### src/rtl/ctrl_seq.sv
// Multi-cycle FETCH/EXEC/MEM sequencer for the accumulator processor.
// Optional perf counters are built only when CTRL_PERF_CNT_EN is defined.
module ctrl_seq #(
  parameter int unsigned IW  = 9,
  parameter int unsigned OPW = 4,
  parameter int unsigned RAW = 4,
  parameter int unsigned CW  = 16
) (
  input  logic          Clk,
  input  logic          Reset,
  input  logic          start,
  input  logic [IW-1:0] Instruction,
  input  logic          instr_valid,
  input  logic          mem_ready,
  input  logic          br_cond,
  output logic          fetch_req,
  output logic          pc_en,
  output logic          jump_en,
  output logic          reg_exe,
  output logic          imm_exe,
  output logic          reg_to_acc,
  output logic          acc_to_reg,
  output logic          assign_val,
  output logic          sc_en,
  output logic          sc_clr,
  output logic          mem_rd,
  output logic          mem_wr,
  output logic          reg_wr_en,
  output logic [RAW-1:0] reg_wr_addr,
  output logic          busy,
  output logic          done,
  output logic [CW-1:0] cyc_cnt,
  output logic [CW-1:0] ret_cnt
);

  localparam logic [2:0] StIdle  = 3'd0;
  localparam logic [2:0] StFetch = 3'd1;
  localparam logic [2:0] StExec  = 3'd2;
  localparam logic [2:0] StMem   = 3'd3;
  localparam logic [2:0] StHalt  = 3'd4;

  localparam logic [OPW-1:0] OpLw     = OPW'(0);
  localparam logic [OPW-1:0] OpSw     = OPW'(1);
  localparam logic [OPW-1:0] OpAssign = OPW'(2);
  localparam logic [OPW-1:0] OpClrsc  = OPW'(3);
  localparam logic [OPW-1:0] OpMov    = OPW'(4);
  localparam logic [OPW-1:0] OpJmp    = OPW'(5);
  localparam logic [OPW-1:0] OpAdd    = OPW'(6);
  localparam logic [OPW-1:0] OpSub    = OPW'(7);
  localparam logic [OPW-1:0] OpAnd    = OPW'(8);
  localparam logic [OPW-1:0] OpOr     = OPW'(9);
  localparam logic [OPW-1:0] OpSl     = OPW'(10);
  localparam logic [OPW-1:0] OpSr     = OPW'(11);
  localparam logic [OPW-1:0] OpBeq    = OPW'(12);
  localparam logic [OPW-1:0] OpBne    = OPW'(13);
  localparam logic [OPW-1:0] OpBge    = OPW'(14);
  localparam logic [OPW-1:0] OpHalt   = OPW'(15);

  logic [2:0]     state_q, state_d;
  logic [IW-1:0]  ir_q, ir_d;
  logic [OPW-1:0] opcode;
  logic           mode;
  logic [RAW-1:0] rfield;
  logic           is_alu, is_br, is_shift_arith;

  assign opcode = ir_q[IW-1 -: OPW];
  assign mode   = ir_q[IW-OPW-1];
  assign rfield = ir_q[RAW-1:0];

  assign is_br  = (opcode == OpBeq) || (opcode == OpBne) || (opcode == OpBge);
  assign is_alu = is_br || (opcode == OpAdd) || (opcode == OpSub) ||
                  (opcode == OpAnd) || (opcode == OpOr);
  assign is_shift_arith = (opcode == OpAdd) || (opcode == OpSub) ||
                          (opcode == OpSl)  || (opcode == OpSr);

  always_comb begin
    state_d     = state_q;
    ir_d        = ir_q;
    fetch_req   = 1'b0;
    pc_en       = 1'b0;
    jump_en     = 1'b0;
    reg_exe     = 1'b0;
    imm_exe     = 1'b0;
    reg_to_acc  = 1'b0;
    acc_to_reg  = 1'b0;
    assign_val  = 1'b0;
    sc_en       = 1'b0;
    sc_clr      = 1'b0;
    mem_rd      = 1'b0;
    mem_wr      = 1'b0;
    reg_wr_en   = 1'b0;
    reg_wr_addr = '1;
    busy        = 1'b0;
    done        = 1'b0;

    unique case (state_q)
      StIdle: begin
        if (start) state_d = StFetch;
      end

      StFetch: begin
        busy      = 1'b1;
        fetch_req = 1'b1;
        if (instr_valid) begin
          ir_d    = Instruction;
          state_d = StExec;
        end
      end

      StExec: begin
        busy       = 1'b1;
        reg_exe    = is_alu && !mode;
        imm_exe    = is_alu && mode;
        reg_to_acc = (opcode == OpMov) && !mode;
        acc_to_reg = (opcode == OpMov) && mode;
        assign_val = (opcode == OpAssign);
        sc_clr     = (opcode == OpClrsc);
        sc_en      = is_shift_arith;
        reg_wr_en  = !(is_br || (opcode == OpClrsc) || (opcode == OpSw) ||
                       (opcode == OpJmp) || (opcode == OpHalt) || (opcode == OpLw));
        if ((opcode == OpSl) || (opcode == OpSr) || (opcode == OpLw)) reg_wr_addr = rfield;

        if (opcode == OpJmp) begin
          jump_en = 1'b1;
        end else if (is_br) begin
          jump_en = br_cond;
          pc_en   = !br_cond;
        end else if ((opcode != OpLw) && (opcode != OpSw) && (opcode != OpHalt)) begin
          pc_en = 1'b1;
        end

        if ((opcode == OpLw) || (opcode == OpSw)) state_d = StMem;
        else if (opcode == OpHalt)                state_d = StHalt;
        else                                      state_d = StFetch;
      end

      StMem: begin
        busy = 1'b1;
        // Only LW/SW reach MEM, so anything other than LW is a store.
        if (opcode == OpLw) begin
          mem_rd      = 1'b1;
          reg_wr_addr = rfield;
        end else begin
          mem_wr = 1'b1;
        end
        if (mem_ready) begin
          pc_en     = 1'b1;
          reg_wr_en = (opcode == OpLw);
          state_d   = StFetch;
        end
      end

      StHalt: begin
        done = 1'b1;
        if (start) state_d = StFetch;
      end

      default: state_d = StIdle;
    endcase
  end

  always_ff @(posedge Clk or posedge Reset) begin
    if (Reset) begin
      state_q <= StIdle;
      ir_q    <= '0;
    end else begin
      state_q <= state_d;
      ir_q    <= ir_d;
    end
  end

`ifdef CTRL_PERF_CNT_EN
  logic [CW-1:0] cyc_q, cyc_d;
  logic [CW-1:0] ret_q, ret_d;
  logic          halt_entry;

  assign halt_entry = (state_q == StExec) && (opcode == OpHalt);

  always_comb begin
    cyc_d = busy ? cyc_q + CW'(1) : cyc_q;
    ret_d = (pc_en || jump_en || halt_entry) ? ret_q + CW'(1) : ret_q;
  end

  always_ff @(posedge Clk or posedge Reset) begin
    if (Reset) begin
      cyc_q <= '0;
      ret_q <= '0;
    end else begin
      cyc_q <= cyc_d;
      ret_q <= ret_d;
    end
  end

  assign cyc_cnt = cyc_q;
  assign ret_cnt = ret_q;
`else
  assign cyc_cnt = '0;
  assign ret_cnt = '0;
`endif

endmodule

### config.mk
export PLATFORM = sky130hd
export DESIGN_NAME = ctrl_seq
export DESIGN_NICKNAME = d
export VERILOG_FILES = /design/src/rtl/ctrl_seq.sv
export SDC_FILE = /design/constraint.sdc
export NUM_CORES = 1
export LEC_CHECK = 0
export ABC_AREA = 1
export ABC_CLOCK_PERIOD_IN_PS = 2410
export CORE_MARGIN = 10
export CORE_UTILIZATION = 32
export CTS_CLUSTER_DIAMETER = 30
export DETAILED_ROUTE_END_ITERATION = 7
export PLACE_DENSITY_LB_ADDON = 0.25
export SYNTH_ARGS = -nofsm -noshare
export SYNTH_HDL_FRONTEND = slang
export SYNTH_SLANG_ARGS = --single-unit
### constraint.sdc
create_clock -name Clk -period 2.41 [get_ports Clk]
set_clock_uncertainty 0.2 [all_clocks]
set_input_delay 0.482 -clock Clk [delete_from_list [all_inputs] [get_ports Clk]]
set_output_delay 0.482 -clock Clk [all_outputs]
set_load 0.1 [all_outputs]
* Word-level counts from Yosys, hierarchy flattened
Index checks and enable logic that the tools add are counted.
Widths: inputs -> output; s select.
** Operators by class
- Eq/ne operators :: 24
- Multiplexer cells :: 33
- Reductions and logical operators :: 33
** Operators with widths (count)
- $eq 4x4->1 const B :: 8
- $mux 1 :: 22
- $logic_or 1x1->1 :: 17
- $eq 4x3->1 const B :: 4
- $mux 3 :: 5
- $pmux 3 s4 :: 1
- $eq 4x2->1 const B :: 2
- $mux 4 :: 2
- $pmux 4 s2 :: 1
- $eq 3x2->1 const B :: 2
- $logic_and 1x1->1 :: 6
- $eq 4x1->1 const B :: 1
- $logic_not 4->1 :: 1
- $ne 2x2->1 const B :: 2
- $ne 4x1->1 const B :: 1
- $ne 4x4->1 const B :: 1
- $pmux 1 s2 :: 2
- $reduce_bool 4->1 :: 1
- $eq 3x1->1 const B :: 1
- $eq 3x3->1 const B :: 1
- $logic_not 1->1 :: 3
- $logic_not 3->1 :: 1
- $reduce_and 3->1 :: 1
- $reduce_or 3->1 :: 1
- other kinds (3) :: 3
** Word-level totals
- Register bits :: 12
- Bits of input ports :: 15

* Logic depth before layout (Yosys ltp)
Gate-level depths: netlist of the first run.
- Word-level depth :: 10
- Gate-level depth with buffers :: 7
- Gate-level depth less buffers :: 7

* Least setup slack after synthesis of the first run
OpenSTA, ideal clock, no wires.
- Kind :: flip-flop to output port
- Start :: reg ir_q[8]
- End :: out reg_wr_en
- Data arrival time :: 2911 ps
- Data required time :: 1728 ps
- Path slack :: -1183 ps
- Stages on the path, launching flop included :: 4
- Buffers on the path :: 0
- Cells stage by stage :: dfrtp_1 -> nor2_1 -> nand2_1 -> o21ai_0
** On the way
- Longest elaborated chain between the ends :: 10
** RTL lines
- from (decl) :: RTL line 60 : logic [IW-1:0] ir_q, ir_d;
- from (signal assigned) :: RTL line 168 : ir_q <= ir_d;
- $eq 4x4->1 :: RTL line 70 : assign is_br = (opcode == OpBeq) || (opcode == OpBne) || (opcode == OpBge);
- $logic_or 1x1->1 (2 in a row) :: RTL line 70
- $logic_or 1x1->1 (3 in a row) :: RTL line 119 : reg_wr_en = !(is_br || (opcode == OpClrsc) || (opcode == OpSw) ||
- $logic_or 1x1->1 (2 in a row) :: RTL line 120 : (opcode == OpJmp) || (opcode == OpHalt) || (opcode == OpLw));
- $logic_not 1->1 :: RTL line 119
- $pmux 1 s2 (*) :: RTL line 96 : unique case (state_q)
- to (decl) :: RTL line 28 : output logic reg_wr_en,
Mark *: on every way between the ends. The rest lies on a longest branch, timed or not.

* Final worst setup path of the first run
- Start :: reg state_q[2]
- End :: out pc_en
** On the way
- Longest elaborated chain between the ends :: 2
** RTL lines
- from (decl) :: RTL line 59 : logic [2:0] state_q, state_d;
- from (signal assigned) :: RTL line 164 : state_q <= StIdle;
- from (signal assigned) :: RTL line 167 : state_q <= state_d;
- $eq 3x2->1 :: RTL line 96
- $pmux 1 s2 (*) :: RTL line 96
- to (decl) :: RTL line 17 : output logic pc_en,
Marks and branches as above.

==> out/metrics.json, run 1 <==
{
  "number_of_h_tree_levels": 1,
  "clock_period_minus_worst_slack_ns": 2.34,
  "placementRows": 21,
  "pwr-share-comb_pct": 78.6,
  "global_route_wire_length_before_repair_mm": 4.60,
  "regArea_sq_um": 303,
  "status": "completed",
  "synth-simple-area-share_pct": 31.5,
  "port_buffers": 33,
  "cts_buffers": 3,
  "floorplan.io_pins": 66,
  "cts_sinks": 12,
  "synth_xor_area_share_pct": 0,
  "synth_cell_type_count": 21,
  "synth.yosys.warnings": 0,
  "first_global_vias": 1041,
  "synthesis.instances": 161,
  "drc": 0,
  "syn2layout_area_growth_pct": 58.0,
  "synth.top_cells.by_count": "36 x sky130_fd_sc_hd__nand2_1, 32 x sky130_fd_sc_hd__buf_4, 23 x sky130_fd_sc_hd__nor2_1",
  "drt-wirelength-per-cell_microns": 11.4,
  "grtUsageTotal_pct": 8.83,
  "cts_tree": "done",
  "drive_gt1_share_pct": 30.7,
  "worst-path-max-fanout": 5,
  "power.density_cell_area_nw_per_um2": 1460,
  "cts_root_buf": "sky130_fd_sc_hd__clkbuf_4",
  "cp-startpoint": "state_q[2]",
  "grt_max_degree": 17,
  "design_power_total_mw": 2.51,
  "drt_iter0_drc": 47,
  "cts_buffer_depth": 2,
  "register_bit_total_from_synthesis": 12,
  "power.static_leakage_nw": 0.838,
  "floorplan.die_area_sq_um": 6130,
  "clock_latency_ns": 0.26,
  "synth_adder_area_share_pct": 0,
  "p_int_uw": 979,
  "layout_worst_path_cycle_share_pct": 97.0,
  "dpl.hpwl_mm": 2.50,
  "rr_startpoint": "state_q[1]",
  "setup.worst_path.class": "reg2out",
  "synth.cell_area_sq_um": 1090,
  "die_h_microns": 78.3,
  "fp.dieW_microns": 78.3,
  "synth_top_area_share_pct": 27.6,
  "synthMuxAreaShare_pct": 0,
  "totalWireLength_mm": 2.82,
  "drt_pre_antenna_iters": 5,
  "clk_pin_slew_ns": 0.07,
  "multiInputGateArea_sq_um": 673,
  "endpoint_kind": "primary output",
  "gr-total-overflow": 0,
  "place_congestion": 0.818,
  "cts.hold.buffers_added": 0,
  "finalSetupViolCount": 0,
  "starting_density_of_the_core_pct": 32.8,
  "via_density_per_instance": 4.13,
  "arrival_ns": 1.66,
  "postSynth.asyncResetShare_pct": 100,
  "antenna_cells_inserted": 0,
  "synth_edf_count": 0,
  "hold_path.class": "in2async",
  "timing.final.hold_violations": 0,
  "detailroute.via_count": 1024,
  "number_of_routed_nets_with_antenna_violations": 0,
  "syn-mean-instance-area_sq_um": 6.75,
  "share_of_total_power_consumed_by_net_switching_pct": 61.0,
  "vdd_ir_drop_max_mv": 0.467,
  "rsz0062_at_grt": "true",
  "design.core.area_sq_um": 3310,
  "worst_hold_slack_ns": 0.317,
  "clock_power_share_pct": 6.1,
  "final.fill_count": 326,
  "synth.most_common_cell": "sky130_fd_sc_hd__nand2_1",
  "critical_path.startpoint_type": "flip-flop",
  "timing_max_transition_violations_final": 0,
  "max-cap-violations": 0,
  "yosys.area.top_type": "sky130_fd_sc_hd__dfrtp_1",
  "ys_seq_area_share_pct": 27.6,
  "main_combinational_cell_family_by_area_after_synthesis": "simple AND/OR/NAND/NOR gates",
  "netlist_top_cells_area": "sky130_fd_sc_hd__dfrtp_1 28%, sky130_fd_sc_hd__buf_4 22%, sky130_fd_sc_hd__nand2_1 12%, sky130_fd_sc_hd__nor2_1 7.9%, sky130_fd_sc_hd__inv_1 6.9%",
  "worst_path_required_ns": 1.73,
  "max_freq_ghz": 0.428,
  "seqPwrFrac_pct": 15.3,
  "commonest_register_cell_after_synthesis": "sky130_fd_sc_hd__dfrtp_1",
  "fraction_of_the_mapped_netlist_area_in_compound_gates_pct": 10.1,
  "fin_ws_ns": 0.0719,
  "pre_cts_slack_ns": 0.243,
  "switching_power_mw": 1.53,
  "antenna_violations_before_repair": 0,
  "finalNetCount": 218
}
==> power by group through the flow <==
| stage | registers, mW | logic, mW | clock network, mW |
|---|---|---|---|
| after floorplan | 0.382 | 1.45 | 0 |
| after global placement | 0.390 | 1.91 | 0 |
| after detailed placement | 0.392 | 1.92 | 0 |
| after CTS | 0.381 | 1.97 | 0.159 |
| after global routing | 0.397 | 2.08 | 0.176 |
| final | 0.385 | 1.97 | 0.153 |
==> stage by stage <==
step | cell area, sq um | util [%] | TNS [ns] | cells
5_1_grt | 1720 | 51.9 | -0.0412 | 248
3_3_place_gp | 1650 | 49.7 | 0 | 241
6_report | 1720 | 51.9 | 0 | 248
2_1_floorplan | 1300 | - | -2.57 | 192
4_1_cts | 1710 | 51.6 | 0 | 248
3_5_place_dp | 1650 | 49.7 | 0 | 241
==> cell usage in the layout (no fill, tap or decap) <==
master and instances:
sky130_fd_sc_hd__a21oi_1 3, sky130_fd_sc_hd__a21oi_2 7, sky130_fd_sc_hd__a31oi_1 1, sky130_fd_sc_hd__buf_12 19
sky130_fd_sc_hd__buf_4 6, sky130_fd_sc_hd__clkbuf_4 3, sky130_fd_sc_hd__clkbuf_8 1, sky130_fd_sc_hd__clkdlybuf4s50_1 14
sky130_fd_sc_hd__clkinvlp_4 1, sky130_fd_sc_hd__conb_1 32, sky130_fd_sc_hd__dfrtp_1 10, sky130_fd_sc_hd__dfrtp_2 2
sky130_fd_sc_hd__inv_1 19, sky130_fd_sc_hd__inv_2 1, sky130_fd_sc_hd__nand2_1 32, sky130_fd_sc_hd__nand2_2 3
sky130_fd_sc_hd__nand2_4 1, sky130_fd_sc_hd__nand2_8 2, sky130_fd_sc_hd__nand3_1 7, sky130_fd_sc_hd__nand3b_1 1
sky130_fd_sc_hd__nand4_1 3, sky130_fd_sc_hd__nor2_1 15, sky130_fd_sc_hd__nor2_2 6, sky130_fd_sc_hd__nor2_4 3
sky130_fd_sc_hd__nor3_2 4, sky130_fd_sc_hd__nor3_4 1, sky130_fd_sc_hd__o21ai_0 1, sky130_fd_sc_hd__o21ai_1 1
sky130_fd_sc_hd__o21ai_2 2, sky130_fd_sc_hd__o21bai_1 1
==> sequential cells by signal, summed over array words and instances, names as in the netlist <==
| name | cells |
|---|---|
| ir_q | 9 |
| state_q | 3 |
==> area by class of cell <==
class / instances / area share (%)
Inverter: 21 / 4.81
Sequential cell: 12 / 17.6
Tap cell: 46 / 3.35
Multi-Input combinational cell: 126 / 39.2
Clock buffer: 4 / 2.11
Timing Repair Buffer: 39 / 32.9
==> worst max-delay path: stages (launching register included) <==
cell and delay, ns:
sky130_fd_sc_hd__dfrtp_1 0.39, sky130_fd_sc_hd__buf_4 0.17, sky130_fd_sc_hd__inv_1 0.10, sky130_fd_sc_hd__nand2_1 0.12, sky130_fd_sc_hd__nor2_1 0.17, sky130_fd_sc_hd__nand2_1 0.08, sky130_fd_sc_hd__o21ai_2 0.17, sky130_fd_sc_hd__buf_12 0.20
==> routing by layer <==
metal	part of all wire [%]	vias to the layer above	GRT usage (%)	wire, microns
met4	0.35	0	3.23	10
met3	11	2	3.99	312
li1	-	522	-	-
met5	0	-	0	0
met2	47	46	13.9	1330
met1	41	454	10.3	1170
==> logic make-up after synthesis <==
kind of cell	Yosys count
compound gates	16
simple gates	78
buf+inv	54
flops	12
other cells	1
==> worst paths after layout <==
path	end	slack, ns	cells after the start
min in group Clk	ir_q[0]	0.33	2
worst max-delay path	pc_en	0.07	7
worst min-delay path	ir_q[5]	0.32	2
worst max register to register	ir_q[6]	0.64	6
max in group asynchronous	ir_q[7]	1.37	2
worst min register to register	ir_q[0]	0.33	2
==> repair_timing <==
| item | in CTS | in global routing |
|---|---|---|
| pin swaps | 0 | 2 |
| setup buffers | 3 | 0 |
| setup endpoints to repair | 4 | 7 |
| gates resized for setup | 1 | 5 |
Power figures use the tool's default switching activity.
==> run 2: changes to the inputs <==
Settings changed: CAP_MARGIN set to 25.
==> results of run 2 <==
The final DEF is identical to that of run 1; final timing and power are the same.
==> run 3: changes to the inputs <==
Settings changed: ABC_AREA 1 to unset, GPL_TIMING_DRIVEN set to 0, PLACE_DENSITY set to 0.78, PLACE_DENSITY_LB_ADDON 0.25 to unset.
==> out/metrics.json, run 3 <==
{
  "fraction_of_the_mapped_netlist_area_in_compound_gates_pct": 11.6,
  "place_inst": 236,
  "first_global_vias": 1011,
  "pre_cts_slack_ns": -0.809,
  "status": "finished with violations",
  "cts.hold.buffers_added": 0,
  "synth.cell_area_sq_um": 1080,
  "failed_checks": "negative setup slack",
  "worst_path_required_ns": 1.73,
  "synth.top_cells.by_count": "33 x sky130_fd_sc_hd__buf_4, 12 x sky130_fd_sc_hd__dfrtp_1, 12 x sky130_fd_sc_hd__nor2_1",
  "rsz0062_at_grt": "true",
  "synth_cell_type_count": 35,
  "antenna_cells_inserted": 0,
  "cpMostUsedCell": "sky130_fd_sc_hd__buf_6",
  "global_route_wire_length_before_repair_mm": 4.87,
  "synth_top_area_share_pct": 27.7,
  "syn-mean-instance-area_sq_um": 8.59,
  "reg2reg_setup_slack_ns": 0.58,
  "syn2layout_area_growth_pct": 67.6,
  "register_bit_total_from_synthesis": 12,
  "cts_buffer_depth": 2,
  "met1_usage_pct": 9.87,
  "die_h_microns": 78.2,
  "regMostFlops": "ir_q",
  "crit_slowest_cell": "sky130_fd_sc_hd__dfrtp_2",
  "setup.worst_path.class": "reg2out",
  "finalNetCount": 216,
  "cts_sinks": 12,
  "synth-simple-area-share_pct": 22.7,
  "synthesis.instances": 126,
  "drt_iter0_drc": 65,
  "yosys.area.top_type": "sky130_fd_sc_hd__dfrtp_1",
  "postSynth.asyncResetShare_pct": 100,
  "number_of_h_tree_levels": 1,
  "timing.final.hold_violations": 0,
  "detailroute.via_count": 984,
  "fin_util_pct": 54.8,
  "vdd_ir_drop_max_mv": 0.568,
  "rr_startpoint": "state_q[1]",
  "fin_ws_ns": -0.0953,
  "grtUsageTotal_pct": 9.39,
  "layout_worst_path_cycle_share_pct": 104,
  "layout.cells.most_common": "sky130_fd_sc_hd__buf_4",
  "main_combinational_cell_family_by_area_after_synthesis": "buffers and inverters",
  "critical_path.n_buffers_inverters": 3,
  "max-cap-violations": 0,
  "synth.yosys.warnings": 0,
  "cts_root_buf": "sky130_fd_sc_hd__clkbuf_4",
  "drc": 0,
  "worst_slew_pin_slew_ns": 0.551,
  "critical_path.max_stage_delay_ns": 0.45,
  "placementRows": 21,
  "floorplan.die_area_sq_um": 6110,
  "worst-path-max-fanout": 6,
  "commonest_register_cell_after_synthesis": "sky130_fd_sc_hd__dfrtp_1",
  "critical_path.cell_chain": "or3b_1 -> buf_6 -> buf_6 -> a2111oi_4 -> buf_6",
  "antenna_violations_before_repair": 0,
  "critical_path.startpoint_type": "flip-flop",
  "via_density_per_instance": 4.00,
  "power.static_leakage_nw": 0.872,
  "clk_pin_slew_ns": 0.07,
  "drt_pre_antenna_iters": 4,
  "power.density_cell_area_nw_per_um2": 1340,
  "layer_with_the_highest_usage_after_global_routing": "met2",
  "synthMuxAreaShare_pct": 9.36,
  "endpoint": "jump_en",
  "place_congestion": 0.836,
  "synth_edf_count": 0,
  "synth_adder_area_share_pct": 0,
  "layout_top_registers": "ir_q: 9 flops, state_q: 3 flops",
  "layout_common_cells": "45 x sky130_fd_sc_hd__buf_4, 32 x sky130_fd_sc_hd__conb_1, 14 x sky130_fd_sc_hd__clkdlybuf4s50_1",
  "worst_hold_slack_ns": 0.305,
  "design.core.area_sq_um": 3310,
  "fp.dieW_microns": 78.2,
  "gr-total-overflow": 0,
  "destination_of_the_worst_register_to_register_timing_path": "ir_q[8]",
  "finalSetupViolCount": 5,
  "dpl.hpwl_mm": 2.37,
  "arrival_ns": 1.82,
  "globalRouteMet3Util_pct": 3.30,
  "hold_path.class": "reg2reg",
  "starting_density_of_the_core_pct": 32.7,
  "number_of_routed_nets_with_antenna_violations": 0,
  "cp-startpoint": "state_q[2]",
  "totalWireLength_mm": 2.91,
  "max_freq_ghz": 0.399,
  "grt_util_met2_pct": 17.2,
  "netlist_top_cells_area": "sky130_fd_sc_hd__dfrtp_1 28%, sky130_fd_sc_hd__buf_4 23%, sky130_fd_sc_hd__mux2_2 9.4%, sky130_fd_sc_hd__nor2_1 4.2%, sky130_fd_sc_hd__and3_1 2.9%",
  "grt_max_degree": 13,
  "cts_buffers": 3,
  "drive_gt1_share_pct": 52.5,
  "endpoint_kind": "primary output",
  "ys_seq_area_share_pct": 27.7,
  "slew_headroom_pct": 63.4,
  "port_buffers": 33,
  "cts_tree": "done",
  "layout.cells.non_filler": 246,
  "clock_period_minus_worst_slack_ns": 2.51,
  "synth.most_common_cell": "sky130_fd_sc_hd__buf_4",
  "worst_path_dominant_cell_family": "buffers and inverters",
  "synth_xor_area_share_pct": 0.809,
  "drt-wirelength-per-cell_microns": 11.8,
  "timing.reg2reg.worst_path_depth": 5,
  "crit_cells": 5,
  "largest_register_ff_count": 9,
  "clock_latency_ns": 0.27,
  "timing_max_transition_violations_final": 0,
  "floorplan.io_pins": 66
}
## run 3: logic make-up (layout without fill, tap and decap cells)
group,count (synthesis),in the layout
flops,12,12
simple gates,45,45
other cells,1,32
mux,9,9
compound gates,14,14
buf+inv,44,87
xor+xnor,1,1
## run 3: per-layer routing
layer	share of wire, %	routed length [microns]	vias up
li1	-	-	509
met1	37	1090	441
met5	0	0	-
met3	7.4	217	2
met4	0.48	14	0
met2	55	1590	32
## run 3: cell type report
type	instances	area [sq um]
plain buffers	38	288
clock buffers	4	36.3
fillers	325	1500
inverters	5	18.8
multi-input cells	101	723
flip-flops and latches	12	304
well taps	46	57.6
repair buffers	40	387
## run 3: how the worst min path moves through the flow
stage,startpoint,endpoint,slack [ns],depth (start not counted)
final,ir_q[1],ir_q[1],0.31,1
after detailed placement,ir_q[1],ir_q[1],0.29,1
after floorplan,Reset,ir_q[0],0.15,1
after CTS,ir_q[1],ir_q[1],0.31,1
after global placement,ir_q[3],ir_q[3],0.28,1
after global routing,ir_q[3],ir_q[3],0.34,1
## run 3: worst reg2reg max path, stage by stage (launching register included)
cell	delay, ns
sky130_fd_sc_hd__dfrtp_1	0.38
sky130_fd_sc_hd__buf_6	0.12
sky130_fd_sc_hd__buf_4	0.15
sky130_fd_sc_hd__nand2b_1	0.19
sky130_fd_sc_hd__nor2_4	0.29
sky130_fd_sc_hd__mux2_2	0.38
## run 3: where the power goes
part           internal, mW  total, mW  switching [mW]
clock network        0.0917      0.155          0.0631
logic                 0.564       1.86            1.30
registers             0.301      0.409           0.108
## run 3: what timing repair did
item	in CTS	in global routing
setup buffers	3	4
endpoints found under the setup margin	19	18
gates resized for setup	125	15
pin swaps	1	2
## run 3: per-stage QoR
| step | power (mW) | instance area [sq um] | setup TNS, ns |
|---|---|---|---|
| detailed placement | 2.11 | 1670 | -11.40 |
| floorplan | 1.81 | 1280 | -1.83 |
| finish | 2.42 | 1810 | -0.255 |
| CTS | 2.33 | 1740 | -0.185 |
| global route | 2.57 | 1810 | -1.29 |
| global placement | 2.08 | 1670 | -11.08 |
